File: src/rtl/spi_master_sched.sv
// Two-requester SPI command scheduler: round-robin grant, 10-bit command frame,
// optional turnaround plus 8-bit read capture. All outputs come straight from flops.
module spi_master_sched #(
   parameter int RD_TURN = 2
) (
   input  logic       clk,
   input  logic       rst,
   input  logic       req0_valid,
   input  logic [1:0] req0_op,
   input  logic [7:0] req0_data,
   output logic       req0_ready,
   input  logic       req1_valid,
   input  logic [1:0] req1_op,
   input  logic [7:0] req1_data,
   output logic       req1_ready,
   output logic       rsp_valid,
   output logic       rsp_id,
   output logic [7:0] rsp_data,
   output logic       SS_n,
   output logic       MOSI,
   input  logic       MISO,
   output logic       busy
);

   // Handshake: a command is taken on the clock edge where IDLE sees reqN_valid and wins
   // arbitration; reqN_ready is high for exactly the following cycle to report that acceptance,
   // and the requester may change valid/op/data from then on without affecting the frame.
   typedef enum logic [2:0] {IDLE, SEL, CMD, SHIFT, END, TURN, RDCAP, DONE} state_t;

   state_t      state, state_nx;
   logic [3:0]  cnt, cnt_nx;
   logic [9:0]  frame, frame_nx;
   logic [7:0]  cap, cap_nx;
   logic        id, id_nx;
   logic        ptr, ptr_nx;
   logic        gnt0, gnt1;

   logic        ss_n_nx, mosi_nx, busy_nx;
   logic        ready0_nx, ready1_nx;
   logic        rsp_valid_nx, rsp_id_nx;
   logic [7:0]  rsp_data_nx;

   always_ff @(posedge clk or posedge rst) begin
      if (rst) begin
         state      <= IDLE;
         cnt        <= 4'd0;
         frame      <= 10'd0;
         cap        <= 8'd0;
         id         <= 1'b0;
         ptr        <= 1'b0;
         SS_n       <= 1'b1;
         MOSI       <= 1'b0;
         busy       <= 1'b0;
         req0_ready <= 1'b0;
         req1_ready <= 1'b0;
         rsp_valid  <= 1'b0;
         rsp_id     <= 1'b0;
         rsp_data   <= 8'h00;
      end else begin
         state      <= state_nx;
         cnt        <= cnt_nx;
         frame      <= frame_nx;
         cap        <= cap_nx;
         id         <= id_nx;
         ptr        <= ptr_nx;
         SS_n       <= ss_n_nx;
         MOSI       <= mosi_nx;
         busy       <= busy_nx;
         req0_ready <= ready0_nx;
         req1_ready <= ready1_nx;
         rsp_valid  <= rsp_valid_nx;
         rsp_id     <= rsp_id_nx;
         rsp_data   <= rsp_data_nx;
      end
   end

   always_comb begin
      state_nx = state;
      cnt_nx   = cnt;
      frame_nx = frame;
      cap_nx   = cap;
      id_nx    = id;
      ptr_nx   = ptr;
      gnt0     = 1'b0;
      gnt1     = 1'b0;
      case (state)
         IDLE: begin
            // ptr names the requester that wins when both are valid
            gnt0 = req0_valid & (~req1_valid | ~ptr);
            gnt1 = req1_valid & (~req0_valid | ptr);
            if (gnt0 || gnt1) begin
               state_nx = SEL;
               id_nx    = gnt1;
               frame_nx = gnt1 ? {req1_op, req1_data} : {req0_op, req0_data};
               ptr_nx   = gnt0;
            end
         end
         SEL:  state_nx = CMD;
         CMD: begin
            state_nx = SHIFT;
            cnt_nx   = 4'd9;
         end
         SHIFT: begin
            if (cnt == 4'd0) state_nx = END;
            else             cnt_nx   = cnt - 4'd1;
         end
         END: begin
            if (frame[9:8] == 2'b11) begin
               state_nx = TURN;
               cnt_nx   = 4'(RD_TURN - 1);
            end else begin
               state_nx = DONE;
            end
         end
         TURN: begin
            if (cnt == 4'd0) begin
               state_nx = RDCAP;
               cnt_nx   = 4'd7;
            end else begin
               cnt_nx = cnt - 4'd1;
            end
         end
         RDCAP: begin
            cap_nx = {cap[6:0], MISO};
            if (cnt == 4'd0) state_nx = DONE;
            else             cnt_nx   = cnt - 4'd1;
         end
         DONE:    state_nx = IDLE;
         default: state_nx = IDLE;
      endcase
   end

   // Output values are decoded from the upcoming state so the flops show them during that state
   always_comb begin
      ss_n_nx      = (state_nx == IDLE) || (state_nx == DONE);
      busy_nx      = (state_nx != IDLE);
      mosi_nx      = 1'b0;
      ready0_nx    = gnt0;
      ready1_nx    = gnt1;
      rsp_valid_nx = (state == RDCAP) && (state_nx == DONE);
      rsp_id_nx    = rsp_id;
      rsp_data_nx  = rsp_data;
      if (state_nx == CMD)   mosi_nx = frame_nx[9];
      if (state_nx == SHIFT) mosi_nx = frame_nx[cnt_nx];
      if (rsp_valid_nx) begin
         rsp_id_nx   = id;
         rsp_data_nx = cap_nx;
      end
   end

endmodule

File: config.mk
export PLATFORM = sky130hd
export DESIGN_NAME = spi_master_sched
export DESIGN_NICKNAME = d
export VERILOG_FILES = /design/src/rtl/spi_master_sched.sv
export SDC_FILE = /design/constraint.sdc
export NUM_CORES = 1
export LEC_CHECK = 0
export BUFFER_PORTS_ARGS = -buffer_cell sky130_fd_sc_hd__buf_4
export CAP_MARGIN = 20
export CORE_ASPECT_RATIO = 1.5
export CORE_MARGIN = 5
export CORE_UTILIZATION = 47
export DETAILED_ROUTE_END_ITERATION = 12
export PLACE_DENSITY = 0.72
export SLEW_MARGIN = 0
export SYNTH_ARGS = -nofsm -noshare
export SYNTH_HDL_FRONTEND = slang
export SYNTH_SLANG_ARGS = --single-unit
export TNS_END_PERCENT = 100
File: constraint.sdc
create_clock -name clk -period 3.05 [get_ports clk]
set_input_delay 0 -clock clk [delete_from_list [all_inputs] [get_ports clk]]
set_output_delay 0 -clock clk [all_outputs]
set_load 0.02 [all_outputs]
==> results.ini <==
[clock_network]
cts_tree=built
clk_transition_reported_paths_ps=80
clock_latency_ps=290
root_buffer=clkbuf_8
postCtsSetupBuffers=0
clock_tree.buffer_depth=2
htreeDepth=2
number_of_buffers_inserted_during_clock_tree_synthesis=5
clock-sinks=41

[global_route]
vias_in_the_first_global_route=1607
antenna_found_initial=0
grt_use_total=0.155
grt_max_degree=42
grt-ovfl-total=0
grt_first_pass_wirelength_um=7280

[drt]
drc=0
wire_per_inst_um=15.3
detail-route-antenna-nets=0
finalWirelength_um=4270
detail_route.vias_per_cell=5.70
drt_first_pass_iters=4
num_vias=1595
initialDrtViolationCount=50

[critical_path]
arr_time_crit_path_ps=2990
path_class=reg -> reg
setup.worst_path.end_class=flop
cp_slowest_stage_delay_ps=470
timing.reg2reg.worst_path_depth=11
cp_max_fo=6
cells_along_the_critical_path=inv_1 > ha_1 > nor3b_2 > inv_1 > ha_1 > o31ai_1 > a221oi_4 > mux2i_1 > mux2i_1 > a211oi_1 > a21oi_1
reg2reg_from=cnt[1]$_DFF_PP0_
start_kind=flop
reg2reg_slack_ps=240
required_ps=3220
critPathBufInv=2
slowest_stage_cell_crit_path=a221oi_4
r2r-end=MOSI$_DFF_PP0_
cp_top_family=compound AO/OA/AOI/OAI gates

[worst_hold_path]
worstHoldStart=req0_op[0]
hold-path-cell-count=3
hold_class=in -> reg
worstHoldEndpoint=frame[8]$_DFF_PP0_

[die]
initial_core_util=0.483
die_area_sq_um=5810
die_w_um=64.0
die_h_um=90.9
number_of_placement_rows=29
num_io_pins=40
core_area_sq_um=4250

[placement]
gp_routability_congestion=0.825
port_buffers=39
detailed_placement_hpwl_um=3180

[outcome]
run_status=completed

[sta]
final-hold-violation-count=0
timing.setup.tns_ps=0
period_needed_ps=2810
layout_worst_path_cycle_share=0.922
grt_setup_unrepaired=false
tightest_slew_ps=542
timing.final.setup_violations=0
relSlewSlack=0.633
maxClockFrequency_mhz=356
final_max_slew_viol_count=0
clock_skew_ps=4.10

[logic_synthesis]
netlist_area_sq_um=2050
synth_edf_count=0
synthCells=192
synth_nets=219
mean_instance_size_in_the_synthesized_netlist_sq_um=10.7
postSynth.asyncResetShare=1.00
synth.yosys.warnings=0
synth_cell_types=36
synth.yosys.seq_area_share=0.501
synth_seq_cells=41
synth_flop_cell=dfrtp_1

[final_layout]
share_of_final_layout_standard_cells_stronger_than_drive_strength_1=0.329
fin_nets=260
syn_to_final_growth_pct=23.0
diodes=0

[power]
leakage_nw=1.22
power.density_cell_area_nw_per_um2=960
report.power.total_mw=2.42
max_rail_drop_vdd_mv=0.598

[flow_run]
max_cap_viol_count=0

## Yosys cell counts (2+ instances only)
cell type	n	area (sq um)
a211oi_1	3	22.5
a21o_1	2	15.0
a21oi_1	15	75.1
a31oi_1	9	56.3
and3_1	2	12.5
buf_2	6	30.0
clkbuf_1	4	15.0
dfrtp_1	40	1000
ha_1	2	25.0
inv_1	13	48.8
mux2_2	18	203
mux2i_1	8	80.1
nand2_1	12	45.0
nand3b_1	2	15.0
nor2_1	8	30.0
nor3_1	3	15.0
nor3b_1	2	15.0
nor4b_1	2	17.5
o211ai_1	8	60.1
o21ai_0	14	70.1
or2_2	4	25.0
## worst min-delay path, delay by kind of cell
kind                   cells  cell delay, ps
buffers and inverters      1             100
AO/OA/AOI/OAI              2             160
## area by class of cell
| type | count | area, sq um |
|---|---|---|
| Multi-Input combinational cell | 128 | 936 |
| Clock buffer | 6 | 82.6 |
| Tap cell | 46 | 57.6 |
| Sequential cell | 41 | 1030 |
| Clock inverter | 2 | 37.5 |
| Fill cell | 363 | 1720 |
| Inverter | 13 | 48.8 |
| Timing Repair Buffer | 44 | 335 |
## cells by family (layout without fill, tap and decap cells)
family | after synthesis | count (layout) | share of synthesized area
AO/OA/AOI/OAI | 60 | 60 | 0.201
flip-flops | 41 | 41 | 0.501
AND/OR/NAND/NOR | 39 | 39 | 0.0988
multiplexers | 26 | 26 | 0.138
buffers and inverters | 23 | 65 | 0.0457
adder cells (fa/ha/maj) | 2 | 2 | 0.0122
XOR/XNOR | 1 | 1 | 0.00427
## power by group
group | internal (mW) | switching, mW | leakage, nW | total (mW)
logic | 0.502 | 0.581 | 0.652 | 1.08
registers | 0.729 | 0.157 | 0.507 | 0.885
clock network | 0.266 | 0.189 | 0.0574 | 0.455
## flip-flops by register name (all words and copies together) (netlist names)
name	cells
id	1
rsp_data	8
frame	10
cnt	4
rsp_valid	1
cap	7
req0_ready	1
busy	1
ptr	1
MOSI	1
state	3
req1_ready	1
rsp_id	1
SS_n	1
## metrics by stage
| step | util | cells | worst slack [ps] | instance area [sq um] | hold WS [ps] |
|---|---|---|---|---|---|
| global route | 0.595 | 280 | 19.7 | 2520 | 3.04 |
| detailed placement | 0.561 | 270 | 204 | 2380 | 166 |
| CTS | 0.594 | 280 | 161 | 2520 | 1.77 |
| floorplan | - | 192 | 188 | 2050 | 164 |
| global placement | 0.561 | 270 | 384 | 2380 | 155 |
| finish | 0.595 | 280 | 237 | 2520 | 11.2 |
## timing repair
item                                    CTS  global route
hold buffers                              2             0
endpoints found under the setup margin    0             1
gates resized for setup                   0             1
endpoints found under the hold margin    41             0
## metal layers
metal	GRT usage	vias to the layer above	part of all wire
met5	0	-	0
met4	0.0780	0	0.016
met3	0.0374	9	0.040
met2	0.242	33	0.52
met1	0.197	771	0.43
li1	-	782	-
## placed cells by master (no fill, tap or decap), types with 2 or more instances in the layout
| cell type | count |
|---|---|
| nor3_1 | 3 |
| dfrtp_1 | 40 |
| or2_2 | 4 |
| nor2_1 | 8 |
| a211oi_1 | 3 |
| a21o_1 | 2 |
| buf_4 | 42 |
| nor4b_1 | 2 |
| a31oi_1 | 9 |
| dlygate4sd3_1 | 2 |
| clkbuf_8 | 6 |
| o21ai_0 | 14 |
| inv_1 | 13 |
| ha_1 | 2 |
| nand2_1 | 12 |
| mux2i_1 | 8 |
| o211ai_1 | 8 |
| a21oi_1 | 15 |
| and3_1 | 2 |
| mux2_2 | 18 |
| nand3b_1 | 2 |
## worst max-delay path by stage
| stage | startpoint | endpoint | slack [ps] | depth (start not counted) |
|---|---|---|---|---|
| floorplan | cnt[0]$_DFF_PP0_ | MOSI$_DFF_PP0_ | 190 | 11 |
| global placement | cnt[0]$_DFF_PP0_ | MOSI$_DFF_PP0_ | 380 | 11 |
| detailed placement | cnt[1]$_DFF_PP0_ | MOSI$_DFF_PP0_ | 200 | 11 |
| CTS | cnt[1]$_DFF_PP0_ | MOSI$_DFF_PP0_ | 160 | 11 |
| global route | cnt[1]$_DFF_PP0_ | MOSI$_DFF_PP0_ | 20 | 11 |
| finish | cnt[1]$_DFF_PP0_ | MOSI$_DFF_PP0_ | 240 | 11 |
No activity file was read; power rests on OpenSTA's default activity.
